### src/rtl/goal_score_keeper.sv
// Goal/border overlap detector, score keeper and game FSM; borderHit has 1-cycle latency, state/score outputs update the cycle after startOfFrame or goalAck.
// No backpressure: goalValid and goalByTeam are held until goalAck, and overlap requests are always consumed.
module goal_score_keeper #(
    parameter int WIN_SCORE       = 5,
    parameter int COOLDOWN_FRAMES = 60
) (
    input  logic       clk,
    input  logic       reset,
    input  logic       startOfFrame,
    input  logic       ballDrawReq,
    input  logic       boardersDrawReq,
    input  logic       teamGoalDrawReq,
    input  logic       oppGoalDrawReq,
    input  logic       gameRestart,
    input  logic       goalAck,
    output logic       borderHit,
    output logic       goalValid,
    output logic       goalByTeam,
    output logic [3:0] scoreTeam,
    output logic [3:0] scoreOpp,
    output logic       playActive,
    output logic       gameOver
);

    typedef enum logic [1:0] {
        PLAY         = 2'd0,
        GOAL_PENDING = 2'd1,
        COOLDOWN     = 2'd2,
        GAME_OVER    = 2'd3
    } state_t;

    localparam logic [3:0] WIN = 4'(WIN_SCORE);
    localparam logic [7:0] CD  = 8'(COOLDOWN_FRAMES);

    state_t     state, stateNext;
    logic       oppHit, teamHit, oppHitNext, teamHitNext;
    logic [7:0] cdCount, cdCountNext;
    logic [3:0] scoreTeamNext, scoreOppNext;
    logic       goalValidNext, goalByTeamNext;
    logic       oppOverlap, teamOverlap;

    assign oppOverlap  = ballDrawReq & oppGoalDrawReq;
    assign teamOverlap = ballDrawReq & teamGoalDrawReq;

    always_comb begin
        stateNext      = state;
        cdCountNext    = cdCount;
        scoreTeamNext  = scoreTeam;
        scoreOppNext   = scoreOpp;
        goalValidNext  = goalValid;
        goalByTeamNext = goalByTeam;
        // Overlap on the startOfFrame cycle itself belongs to the frame that is starting.
        if (startOfFrame) begin
            oppHitNext  = oppOverlap;
            teamHitNext = teamOverlap;
        end else begin
            oppHitNext  = oppHit | oppOverlap;
            teamHitNext = teamHit | teamOverlap;
        end

        if (gameRestart) begin
            stateNext     = COOLDOWN;
            cdCountNext   = CD;
            scoreTeamNext = 4'd0;
            scoreOppNext  = 4'd0;
            goalValidNext = 1'b0;
            oppHitNext    = 1'b0;
            teamHitNext   = 1'b0;
        end else begin
            case (state)
                PLAY: begin
                    if (startOfFrame && (oppHit ^ teamHit)) begin
                        stateNext      = GOAL_PENDING;
                        goalValidNext  = 1'b1;
                        goalByTeamNext = oppHit;
                        if (oppHit) begin
                            if (scoreTeam < WIN) scoreTeamNext = scoreTeam + 4'd1;
                        end else begin
                            if (scoreOpp < WIN) scoreOppNext = scoreOpp + 4'd1;
                        end
                    end
                end
                GOAL_PENDING: begin
                    if (goalAck) begin
                        goalValidNext = 1'b0;
                        if (scoreTeam == WIN || scoreOpp == WIN) begin
                            stateNext = GAME_OVER;
                        end else begin
                            stateNext   = COOLDOWN;
                            cdCountNext = CD;
                        end
                    end
                end
                COOLDOWN: begin
                    if (startOfFrame) begin
                        if (cdCount <= 8'd1) begin
                            stateNext   = PLAY;
                            cdCountNext = 8'd0;
                        end else begin
                            cdCountNext = cdCount - 8'd1;
                        end
                    end
                end
                default: ;
            endcase
        end
    end

    always_ff @(posedge clk) begin
        if (reset) begin
            state      <= PLAY;
            oppHit     <= 1'b0;
            teamHit    <= 1'b0;
            cdCount    <= 8'd0;
            scoreTeam  <= 4'd0;
            scoreOpp   <= 4'd0;
            goalValid  <= 1'b0;
            goalByTeam <= 1'b0;
            borderHit  <= 1'b0;
        end else begin
            state      <= stateNext;
            oppHit     <= oppHitNext;
            teamHit    <= teamHitNext;
            cdCount    <= cdCountNext;
            scoreTeam  <= scoreTeamNext;
            scoreOpp   <= scoreOppNext;
            goalValid  <= goalValidNext;
            goalByTeam <= goalByTeamNext;
            borderHit  <= ballDrawReq & boardersDrawReq;
        end
    end

    assign playActive = (state == PLAY);
    assign gameOver   = (state == GAME_OVER);

endmodule

### config.mk
export PLATFORM = sky130hd
export DESIGN_NAME = goal_score_keeper
export DESIGN_NICKNAME = d
export VERILOG_FILES = /design/src/rtl/goal_score_keeper.sv
export SDC_FILE = /design/constraint.sdc
export NUM_CORES = 1
export LEC_CHECK = 0
export ABC_AREA = 1
export BUFFER_PORTS_ARGS = -buffer_cell sky130_fd_sc_hd__buf_2
export CAP_MARGIN = 25
export CORE_MARGIN = 4
export CORE_UTILIZATION = 53
export CTS_BUF_LIST = sky130_fd_sc_hd__clkbuf_8
export DETAILED_ROUTE_END_ITERATION = 12
export HOLD_SLACK_MARGIN = 0.05
export MAX_ROUTING_LAYER = met4
export PLACE_DENSITY = 0.87
export SLEW_MARGIN = 20
export SYNTH_ARGS = -nofsm -noshare
export SYNTH_HDL_FRONTEND = slang
export SYNTH_SLANG_ARGS = --single-unit
### constraint.sdc
create_clock -name clk -period 1.4 [get_ports clk]
set_input_delay 0.28 -clock clk [delete_from_list [all_inputs] [get_ports clk]]
set_output_delay 0.28 -clock clk [all_outputs]
set_load 0.02 [all_outputs]
# == Yosys cells after proc, flatten, opt, wreduce, memory -nomap -nowiden ==
# Cells that the tools add are included.
# classes
addsub,3
n_lt_le_gt_ge,3
eq_ne,15
muxes,18
n_bitwise,8
n_reduce_logical,17
# op_table
operator,count
$mux W8,4
$pmux W8 S2,1
$reduce_and A4 Y1,4
$ne A3 B3 Y1 const B,4
$mux W2,5
$reduce_and A5 Y1,2
$add A4 B1 Y4 const B,2
$eq A4 B3 Y1 const B,2
$le A8 B1 Y1 const B,1
$lt A4 B3 Y1 const B,2
$ne A2 B2 Y1 const B,4
$sub A8 B1 Y8 const B,1
$mux W6,1
$pmux W2 S3,1
$reduce_and A3 Y1,2
$reduce_bool A3 Y1,2
$mux W1,5
$eq A2 B2 Y1 const B,2
$reduce_bool A2 Y1,2
$reduce_bool A4 Y1,1
$and A1 B1 Y1,3
$ne A3 B2 Y1 const B,1
$eq A2 B1 Y1 const B,1
$logic_not A2 Y1,1
other kinds (8),10
# totals
ff_bits,23
inputBits,9
elab_cells,75

# == Longest topological paths before layout ==
# Gate-level depths: netlist of the first run.
# logic_depth
ltp_word,6
mapped_depth,11
ltp_nobuf,11

# == Worst setup path before layout of the first run ==
# OpenSTA, ideal clock, no wires.
# synth_path
kind,flip-flop to flip-flop
start,register state[0]
end,register scoreOpp[2]
arrival_ps,1428
required_ps,1285
path_slack_ps,-143
stages_incl_launch_ff,9
path_buffers,0
path_cell_list,dfxtp_1 -> inv_1 -> ha_1 -> inv_1 -> nor2_1 -> nand3_4 -> nor2_2 -> a21oi_1 -> o21a_1
# synth_via
elab_chain_len,2
# synth_lines
item,line,rtl
"start, declared",35,"state_t state, stateNext;"
"start signal, assigned",121,state <= stateNext;
$logic_not A2 Y1,n/a,
named net playActive,21,"output logic playActive,"
$reduce_and A4 Y1 (no line),n/a,
"end signal, assigned",126,scoreOpp <= scoreOppNext;
"end, declared",20,"output logic [3:0] scoreOpp,"
# The timed path passes the listed nets, and every way through them passes these cells.
# A chain may end at the register's enable or synchronous reset.

# == Worst setup path after layout of the first run ==
# layout_path
start,register state[0]
end,register cdCount[4]
# layout_via
elab_chain_len,3
# layout_lines
item,line,rtl
$eq A2 B1 Y1 or $eq A2 B2 Y1 (tied branches),70,case (state)
$ne A3 B3 Y1 (no line) (tied with other cells),n/a,
$reduce_and A4 Y1 (no line) or $mux W6 (tied branches),n/a,
"end signal, assigned",124,cdCount <= cdCountNext;
"end, declared",37,"logic [7:0] cdCount, cdCountNext;"
# Several ways; a longest one is shown, not always the timed one.

==> results.md, run 1 <==
- The critical path launch point type is a flop.
- The max-slew violation total from the final report is 0.
- The initial detailed-routing violation count is 75.
- The maximum net fanout on the critical path is 4.
- The detail route stage leaves a number of antenna-violating nets equal to 0.
- The number of global-route vias before repair came to 1283.
- For the worst setup path, the data required time is 1560 ps.
- The overflow left after global routing is 0.
- The layout overhead on the synthesized area is 35.5%.
- The mean instance size in the synthesized netlist is roughly 7.5 um^2.
- The count of buffers added on input and output ports is 21.
- Of the cells placed in the final design, the portion with a size suffix greater than 1 is 0.448.
- The critical path buffer and inverter count is 2.
- The final layout contains 263 nets.
- The arrival time at the worst endpoint is approximately 1700 ps.
- The analysis attributes to cell leakage a power of ~0.91 nW.
- The critical path's largest stage delay is between 300 and 400 ps.
- The setup TNS after final layout is -752 ps.
- Fill cells in the final layout number 173.
- For this run, the total global-route usage over all layers was measured as 0.205.
- The initial antenna violation count came to 0.
- The number of antenna repair diodes is 0.
- Dividing the detail-routed wire length by the instance count gives roughly 14 um.
- The core footprint is between 0.002 and 0.003 mm^2.
- The type of the worst setup path is flop to flop.
- TritonCTS built the clock tree.
- The power per cell area is 798 mW/mm^2.
- The net count after synthesis is 214.
- The clock-pin slew on the worst setup and hold paths is ~80 ps.
- For this run, the number of Yosys warnings is 0.
- After routing the design area is 0.00196 mm^2.
- CTS built an H-tree with a depth of 1.
- The first global-routing pass estimated approximately 5400 um of wire.
- Across the run, the number of max-cap violations was 0.
- For this block, the routed nets add up to 3680 um of wire.
- Derived from the worst setup path, the maximum achievable clock frequency is 641 MHz.
- The sequential standard cell area is 470 um^2.
- Counting flops and latches in the post-synthesis netlist gives 23.
- For this run, the register share of the synthesized area comes to 0.318.
- Final hold analysis gives a worst-case slack of 204 ps.
- The pin count of the biggest net entering global routing is 13.
- The final reports fail on negative setup slack.
- The detailed-placement wirelength estimate is between 2000 and 2500 um.
- The final cell utilization of the core is 0.771.
- The final route contains roughly 1400 vias.
- The number of primary I/O pins is 22.
- The worst setup slack after layout is -161 ps.
- Synthesis instantiated 29 different standard cells from the library.
- The detail-routed via count per cell is 5.30.
- The maximum buffer depth of the clock tree is 2.
- Counting every instance in the synthesized netlist gives around 190.
- The worst slack at placement is -81.9 ps.
- In the routed design, unresolved DRC markers number 0.
- The final number of setup-violating endpoints is 10.
- The sequential fraction of design power is 0.450.
- The number of iterations in the first detailed-routing pass is 4.
- For this run, the number of standard cells in the final layout without fillers is 271.
- The clock skew is ~1.7 ps.
- The period utilization is 1.12.
- Of the total power, the share spent switching nets is 0.316.
- The TritonCTS buffer count is 3.
- From bottom edge to top edge, the die measures 60.3 um.
- The kind of cell with the highest combined delay along the critical path is compound AO/OA/AOI/OAI gates.
- Summing every instance area after synthesis gives 0.00145 mm^2.
- At the pin with the least slew margin, the transition time is 349 ps.
- IR analysis of the VDD net gives a maximum drop of ~0.0008 V.
- The analysis attributes to net switching a power of slightly below 0.5 mW.
- Walking the worst path, the cells encountered are buf_6 > ha_4 > nand2_4 > o21ai_4 > a21oi_4 > buf_4 > nand4_1 > a21oi_1 > nor2_1.
- Clock tree synthesis selected as its root buffer the cell clkbuf_8.
- Clock latency on the worst-skew pair, taken at its later pin, is 270 ps.
- The internal power of the cells is 1.07 mW.
- The run finished, with violations left.
- The die area is 0.00363 mm^2.
- The placed instances occupy a cell area of 0.00172 mm^2.
- Routability-driven placement finished with a final weighted congestion of 0.811.
- The total count of hold-check failures in the final report is 0.
- The width of the chip is ~60 um.
- The share of total power dissipated in the clock network is 0.262.
- The slowest stage of the critical path belongs to the cell dfxtp_2.
- Summing all multi-input logic gate instances after layout gives 960 um^2.
- After floorplanning, the core was divided into 18 placement rows.
- CTS saw 23 sinks.
- Overall power consumption after layout is estimated at 1.57 mW.
- For this design, the CTS-stage hold fixing added 0 buffers.
- For the finished layout, the period the worst path requires is 1560 ps.
- The initial utilization of the core area, before any placement, comes to 0.569.
- The combinational share of power is 0.288.
- The cell total after placement is approximately 260.
- Setup repair after global routing could not meet its margin everywhere.
- The kind of end point of the critical path is a flop.
- The worst pin sits at a relative slew slack of 0.767.
- The path class of the tightest hold or removal check is primary input to flop.
worst reg2reg max path: stages, from the launching register on:
cell     delay [ps]
dfxtp_2         350
buf_6           120
ha_4            170
nand2_4          70
o21ai_4          60
a21oi_4         150
buf_4           130
nand4_1         130
a21oi_1         210
nor2_1           70
path summary, 6_finish.rpt:
check	to	slack, ps	depth (start not counted)	startpoint
worst max-delay path	cdCount[4]$_SDFFE_PP0P_	-160	9	state[0]$_SDFFE_PP0P_
worst min-delay path	borderHit$_SDFF_PP0_	200	2	reset
worst max register to register	cdCount[4]$_SDFFE_PP0P_	-160	9	state[0]$_SDFFE_PP0P_
worst min register to register	scoreOpp[1]$_SDFFE_PP0P_	500	2	scoreOpp[1]$_SDFFE_PP0P_
flip-flops by register name, summed over array words and instances, names as in the netlist:
name / count
teamHit: 1
oppHit: 1
scoreTeam: 4
scoreOpp: 4
state: 2
goalByTeam: 1
cdCount: 8
goalValid: 1
borderHit: 1
layer usage:
layer / part of all wire / routed length (um) / up-vias / global-route usage
li1: - / - / 706 / -
met1: 0.42 / 1550 / 665 / 0.241
met2: 0.48 / 1780 / 55 / 0.330
met3: 0.073 / 268 / 10 / 0.0583
met4: 0.023 / 86 / 0 / 0.0759
met5: 0 / 0 / - / -
cells in the mapped netlist, drive strengths merged:
cell / n / area (um^2)
inv: 37 / 141
nand2: 37 / 174
dfxtp: 23 / 460
nor2: 23 / 126
a21oi: 19 / 118
o21ai: 15 / 90.1
nand3: 14 / 92.6
ha: 12 / 150
nor3: 6 / 40.0
nand4: 2 / 12.5
nor3b: 1 / 12.5
o21a: 1 / 7.51
or2: 1 / 6.26
xnor2: 1 / 8.76
xor2: 1 / 8.76
final cells by class:
class,count,area share
clock inverter,1,0.00191
inverter,37,0.0758
sequential,23,0.240
tap,30,0.0191
multi-input combinational,133,0.489
clock buffer,3,0.0210
timing repair buffer,44,0.154
power groups by stage:
stage | clock, mW | combinational [mW] | sequential (mW)
CTS | 0.416 | 0.374 | 0.703
global route | 0.455 | 0.495 | 0.709
detailed placement | 0 | 0.350 | 0.715
floorplan | 0 | 0.243 | 0.717
global placement | 0 | 0.339 | 0.715
finish | 0.410 | 0.451 | 0.705
what timing repair did:
item                       4_1_cts  5_1_grt
cloned                           0        0
resized for setup               16       23
hold endpoints to repair         0        0
pin swaps                        9       10
buffers inserted                 2        8
setup endpoints to repair       11       19
layout by cell type, fill, tap and decap left out:
cell,netlist,routed
nor3_2,2,3
nand2_1,29,27
nor2_1,15,14
clkbuf_8,0,3
buf_6,0,5
or2_1,1,1
o21a_1,1,1
xnor2_1,1,1
dfxtp_1,23,17
ha_1,12,7
nor2_2,4,3
inv_4,1,4
nand4_1,2,2
o21ai_4,1,2
nand3_4,1,1
nand2_2,5,5
a21oi_1,15,13
nand3_1,11,10
xor2_1,1,1
nor3_1,4,3
a21oi_4,1,2
inv_1,29,23
nor3b_2,1,1
dfxtp_2,0,5
buf_2,0,19
ha_4,0,4
nor2_4,4,6
nand2_4,3,5
o21ai_0,7,7
a21oi_2,3,4
ha_2,0,1
inv_2,7,11
o21ai_1,6,6
buf_4,0,20
dfxtp_4,0,1
nand3_2,2,3
cell families (layout without fill, tap and decap cells):
logic type                 count (synthesis)  count (layout)  share of synthesized area
buffers and inverters                     37              85                     0.0976
DFF                                       23              23                      0.318
and+or+nand+nor                           84              84                      0.320
AOI/OAI and AO/OA                         35              35                      0.149
adders and majority gates                 12              12                      0.104
xor gates and xnor gates                   2               2                     0.0121
Power figures use the tool's default switching activity.
==> inputs of run 2 (changes only) <==
Settings changed: CELL_PAD_IN_SITES_DETAIL_PLACEMENT set to 2, CELL_PAD_IN_SITES_GLOBAL_PLACEMENT set to 2, CORE_ASPECT_RATIO set to 1.25, CORE_UTILIZATION 53 to 30, PLACE_DENSITY 0.87 to 0.86.
==> run 2 against run 1 <==
Sequential power hardly changed. The flow still finishes with violations (negative setup slack). Clock-buffer cell count stayed put. First-iteration DRC count decreased by 51%. Register-to-register slack improved by 70 ps.
==> results.md, run 2 (synthesized netlist as in run 1, its figures left out) <==
- The run finished, with violations left.
- The final reports fail on negative setup slack.
- In this run the core area contains 28 standard-cell rows.
- The total count of hold-check failures in the final report is 0.
- The tool flagged a number of max-cap violations equal to 0.
- In this run the count of I/O pins placed on the die edge is 22.
- The cell area after layout is between 0.002 and 0.0025 mm^2.
- The initial antenna violation count is 0.
- Leaving out filler cells and counting taps, the final layout contains 307.
- The number of antenna diodes in the final layout is 0.
- The most critical setup path has its startpoint at state[1]$_SDFFE_PP0P_.
- The worst setup path is captured at a flop.
- After detailed routing, the number of remaining DRC violations is 0.
- Once detail routing completed, the nets flagged for antenna violations numbered 0.
- In the final layout, the multi-input gates occupy 0.00102 mm^2.
- CTS built an H-tree with a depth of 1.
- The tightest min-delay check is of the primary input to flop type.
- The clock-pin slew on the worst setup and hold paths is 90 ps.
- The register containing the most flip-flops in the final layout is cdCount.
- In the layout the commonest cells are buf_4, nand2_1, buf_2, inv_1.
- Dividing total power by cell area gives a power density of between 700 and 800 mW/mm^2.
- The critical path goes through buf_6 > ha_4 > inv_4 > o21ai_4 > buf_4 > buf_4 > nor2_4 > nand3_1 > a21oi_2.
- The pin count of the biggest net entering global routing is 13.
- Setup repair after global routing could not meet its margin everywhere.
- The routability congestion estimate is 0.776.
- Grouping stages by cell kind, the critical path spends the most delay in buffers and inverters.
- In the final design database the tool counted around 270 nets.
- The layout has 536 filler cells.
- The largest voltage drop on the vdd net is 0.000445 V.
- Buffers inserted to repair hold after CTS numbered 0.
- The first-pass GRT wire length is about 8300 um.
- The number of global-route vias before repair is 1646.
- Leaving out fill and tap cells, the most frequent cell in the layout is buf_4.
- The detailed-placement wirelength estimate is around 3700 um.
- The final cell utilization of the core is 0.451.
- The floorplan step set the die width to 70.2 um.
- The worst-skew pair later-pin latency is 270 ps.
- Clock tree synthesis inserted a total of 3 buffers.
- The overflow left after global routing is 0.
- From synthesis to final layout, the design area changed by 46.1%.
- The CTS root buffer is clkbuf_8.
- The worst setup path is launched from a flop.
- The largest registers in the layout are cdCount (8), scoreOpp (4), scoreTeam (4).
- Dividing the final minimum period by the clock period gives 1.06.
- Along the worst path, the maximum fanout reaches 3.
- The worst register-to-register path begins at state[1]$_SDFFE_PP0P_.
- The overall routing resource usage is 0.180.
- Summed over all layers, the routed wires come to 5470 um.
- For the final database, setup skew stands at approximately 2.7 ps.
- The number of iterations in the first detailed-routing pass is 4.
- The sequential standard cell area is 479 um^2.
- The arrival time at the worst endpoint is 1690 ps.
- The overall via count from detail_route is ~1500.
- The source of the worst hold timing path is reset.
- The register with the most flip-flops in the layout has 8 of them.
- After detailed placement, the total cell area comes to about 0.0018 mm^2.
- The die area is 0.00601 mm^2.
- The cell repeated most along the worst path is buf_4.
- In the post-route analysis, the smallest setup slack over all paths is -90.1 ps.
- The maximum clock frequency is 671 MHz.
- The largest single stage delay on the critical path is roughly 370 ps.
- In the routed layout, each cell is associated on average with a via count of 4.80.
- The final number of setup-violating endpoints is 15.
- The type of the worst setup path is flop to flop.
- Port buffering added 21 buffers.
- The critical path buffer and inverter count is 4.
- The vertical die dimension is 85.7 um.
- Dividing the detail-routed wire length by the instance count gives between 15 and 20 um.
- The required time of the worst setup path is 1600 ps.
- The worst path in the final design needs a cycle of 1490 ps, including I/O delays and setup.
- The slowest stage of the critical path belongs to the cell dfxtp_4.
- For this configuration, the core starts out at a cell density of 0.309.
- The maximum buffer depth of the clock tree is 2.
- The core footprint is 0.00469 mm^2.
- Headroom to the max-slew limit came out at 0.743.
- The slew of the pin with the lowest slew margin is 385 ps.
- The layout cell share with drive strength beyond 1 is 0.547.
- The tree built by TritonCTS fans out to 23 sinks.
- TritonCTS built the clock tree.
- The initial detailed-routing violation count is 37.
- Once placement completed, the tool counted placed cells totaling 294.
- Summed over all cells, the static leakage comes to between 0.9 and 1 nW.
- The max-slew violation total from the final report is 0.
[run 2: path summary, 6_finish.rpt]
kind	slack [ps]	cells after the start	endpoint
worst max-delay path	-90	9	state[0]$_SDFFE_PP0P_
worst min-delay path	180	2	borderHit$_SDFF_PP0_
worst max register to register	-90	9	state[0]$_SDFFE_PP0P_
worst min register to register	500	2	scoreTeam[1]$_SDFFE_PP0P_
[run 2: final cells by class]
cell class / count / share of cell area
multi-input cells: 133 / 0.482
flip-flops and latches: 23 / 0.226
repair buffers: 50 / 0.163
inverters: 37 / 0.0727
well taps: 60 / 0.0355
clock buffers: 3 / 0.0195
clock inverters: 1 / 0.00177
[run 2: report_power, final]
| part | leakage (nW) | switching, mW | internal [mW] |
|---|---|---|---|
| clock | 0.0269 | 0.246 | 0.197 |
| sequential | 0.193 | 0.0303 | 0.676 |
| combinational | 0.736 | 0.281 | 0.200 |
[run 2: repair_timing]
| item | in CTS | in global routing |
|---|---|---|
| gates resized for setup | 35 | 32 |
| setup buffers | 4 | 5 |
| endpoints found under the setup margin | 21 | 21 |
| pin swaps | 14 | 16 |
[run 2: per-stage QoR]
| step | power (mW) | setup TNS (ps) | hold WS (ps) | worst slack [ps] |
|---|---|---|---|---|
| 3_5_place_dp | 1.11 | -1360 | 475 | -154 |
| 3_3_place_gp | 1.08 | -295 | 470 | -58.8 |
| 5_1_grt | 1.72 | -1870 | 181 | -170 |
| 2_1_floorplan | 0.960 | 0 | 352 | 6.85 |
| 6_report | 1.63 | -654 | 178 | -90.1 |
| 4_1_cts | 1.59 | -351 | 179 | -76.7 |
[run 2: per-layer routing]
| metal | share of wire | track usage | vias up |
|---|---|---|---|
| met3 | 0.017 | 0.0141 | 11 |
| li1 | - | - | 722 |
| met2 | 0.57 | 0.370 | 24 |
| met1 | 0.38 | 0.184 | 716 |
| met4 | 0.028 | 0.0331 | 0 |
| met5 | 0 | - | - |
==> inputs of run 3 (changes only) <==
Settings changed: SETUP_SLACK_MARGIN set to 0.02.
==> run 3 against run 2 <==
The run still ends with negative setup slack left. Sequential power is essentially flat. Utilization grew 0.77 points. Register-to-register slack is essentially flat. Clock power is essentially flat. Critical path type unchanged. Critical endpoint is now cdCount[6]$_SDFFE_PP0P_. Largest cell class unchanged. Largest power group unchanged.
==> results.md, run 3 (synthesized netlist as in run 1, its figures left out) <==
- The detail-routed via count per cell is between 4 and 5.
- The number of global-route vias before repair is 1677.
- Hold repair after CTS inserted 0 buffers.
- The final number of setup-violating endpoints is 11.
- The launch point of the worst reg-to-reg path is state[1]$_SDFFE_PP0P_.
- The number of cells on the worst reg-to-reg path is 11.
- In this run the worst setup path begins at state[1]$_SDFFE_PP0P_.
- The worst setup path is launched from a flop.
- The TritonCTS buffer count is 3.
- The total number of clock tree sinks is 23.
- The tool flagged a number of max-cap violations equal to 0.
- The overflow left after global routing is 0.
- The critical path is of the flop to flop type.
- The setup slack on the worst flop-to-flop path is -100 ps.
- TritonCTS built the clock tree.
- The capture endpoint of the worst hold path is borderHit$_SDFF_PP0_.
- In this run the count of I/O pins placed on the die edge is 22.
- The depth of the CTS H-tree is 1.
- For this block, the initial DRC count from the detailed router was 38.
- The critical path goes through buf_6 > ha_4 > inv_4 > o21ai_4 > a21oi_4 > nand2_4 > inv_6 > nand2_1 > nand2_1 > nand2_1 > nor2_2.
- The die area is 0.00601 mm^2.
- The initial standard-cell utilization of the core is 0.309.
- The CTS root buffer is clkbuf_8.
- In this run the core area contains 28 standard-cell rows.
- The cell repeated most along the worst path is nand2_1.
- The total count of hold-check failures in the final report is 0.
- The final reports fail on negative setup slack.
- On the worst path, the slowest cell contributes a delay of 350 ps.
- Data on the critical path is required at its endpoint by about 1600 ps.
- Setup repair after global routing could not meet its margin everywhere.
- The endpoint identified for the worst register-to-register timing path is cdCount[6]$_SDFFE_PP0P_.
- In the final layout, the share of cells above drive strength 1 is 0.551.
- The maximum net fanout on the critical path is 7.
- The die is 85.7 um tall.
- Of the available clock period, the critical path in the final layout requires 1.07.
- Dividing total power by cell area gives a power density of 758 mW/mm^2.
- The largest registers in the layout are cdCount (8), scoreOpp (4), scoreTeam (4).
- The number of antenna repair diodes is 0.
- The kind of end point of the critical path is a flop.
- The largest voltage drop on the vdd net is 0.000390 V.
- At the end of the flow, the number of nets in the layout was approximately 270.
- Once detailed placement completed, the half-perimeter wirelength came to around 3500 um.
- The number of iterations in the first detailed-routing pass is 4.
- The flip-flop count of the largest register, all copies and words added is 8.
- The max-slew violation total from the final report is 0.
- After clock tree synthesis, the clock-pin slew on the worst setup and hold paths is 100 ps.
- The layout overhead on the synthesized area is 48.6%.
- The flow ran to the end, but the final reports show violations.
- The width of the chip is 70.2 um.
- At the pin with the least slew margin, the transition time is just over 400 ps.
- The source of the worst hold timing path is boardersDrawReq.
- The worst setup slack after layout is -100 ps.
- The worst-skew pair later-pin latency is 280 ps.
- For this design, the slowest cell found on the critical path is dfxtp_2.
- The initial antenna violation count was 0.
- Clock skew on the completed layout was measured at slightly above 10 ps.
- The routed wire length per instance is 17.9 um.
- The overall via count from detail_route is 1449.
- After layout, the minimum clock period comes to 1500 ps.
- The cell area after layout is 0.00215 mm^2.
- In the routed design, unresolved DRC markers number 0.
- The library cells used most frequently in the layout, excluding fill and tap cells, are nand2_1, buf_4, inv_1, buf_2, dfxtp_1.
- Entering global routing, the biggest net connects 14 pins.
- The routed design has 5420 um of wire.
- The maximum clock frequency is between 600 and 700 MHz.
- The register containing the most flip-flops in the final layout is cdCount.
- Counting instances, the worst hold path has a depth of 3.
- The first global-routing pass estimated 8450 um of wire.
- The path class of the tightest hold or removal check is primary input to flop.
- In this run the static leakage power is 0.932 nW.
- In this run the tightest slew margin relative to its limit is 0.728.
- The overall routing resource usage is 0.183.
- The clock passes through at most 2 buffers.
- The arrival time at the worst endpoint is between 1500 and 2000 ps.
- The total power of the final layout is 1.63 mW.
- The most common cell after layout, fill and taps aside is nand2_1.
- The routability congestion estimate is approximately 0.72.
- The area of placed instances is around 0.0017 mm^2.
- The core region is about 0.0047 mm^2.
- In this run the tool buffered the top-level ports with 21 buffer cells.
- The antenna violation net count after detailed routing is 0.
[run 3: cell types whose count changed in the layout (fill, tap and decap cells not counted), sizes merged]
cell / delta
buf: -4
clkinv: +1
inv: -1
[run 3: worst max path at each step]
stage                                           to  slack, ps  cells after the start
final                      cdCount[6]$_SDFFE_PP0P_       -100                     11
after global routing       cdCount[6]$_SDFFE_PP0P_       -190                      9
after detailed placement   cdCount[4]$_SDFFE_PP0P_       -110                      9
after CTS                  cdCount[6]$_SDFFE_PP0P_       -100                     11
after global placement     cdCount[7]$_SDFFE_PP0P_        -40                     10
after floorplan           scoreOpp[2]$_SDFFE_PP0P_         20                      8
[run 3: what timing repair did]
item	CTS	global route
pin swaps	16	20
endpoints found under the setup margin	15	20
setup buffers	7	6
gates resized for setup	41	37
[run 3: routing by layer]
metal,track usage,vias up,routed length (um)
met1,0.187,712,2110
met2,0.359,17,3140
met4,0.0557,0,77
met3,0.0234,7,86
met5,-,-,0
li1,-,713,-
[run 3: power by group]
part / leakage [nW] / switching [mW] / total (mW) / internal, mW
Sequential: 0.193 / 0.0311 / 0.705 / 0.674
Combinational: 0.714 / 0.288 / 0.487 / 0.199
Clock: 0.0255 / 0.241 / 0.441 / 0.200
Total: 0.932 / 0.560 / 1.63 / 1.07
[run 3: cell type report]
cell class	count	area (um^2)
clock buffer	3	41.3
timing repair buffer	46	320
fill	543	2540
multi-input combinational	133	1060
inverter	37	164
tap	60	75.1
sequential	23	483
clock inverter	1	5.00
[run 3: per-stage QoR]
step | instances | hold WS (ps) | setup slack (ps) | setup TNS (ps) | util
4_1_cts | 297 | 212 | -97.1 | -381 | 0.421
5_1_grt | 303 | 228 | -189 | -1440 | 0.459
3_3_place_gp | 286 | 459 | -38.3 | -133 | 0.371
3_5_place_dp | 286 | 474 | -113 | -817 | 0.371
6_report | 303 | 225 | -100 | -496 | 0.459
2_1_floorplan | 193 | 352 | 19.9 | 0 | -
[run 3: worst max-delay path, delay by kind of cell (launching register included)]
| family | cells | cell delay [ps] |
|---|---|---|
| simple gates | 5 | 400 |
| buf+inv | 3 | 290 |
| flops | 1 | 350 |
| fa+ha+maj | 1 | 170 |
| compound gates | 2 | 230 |
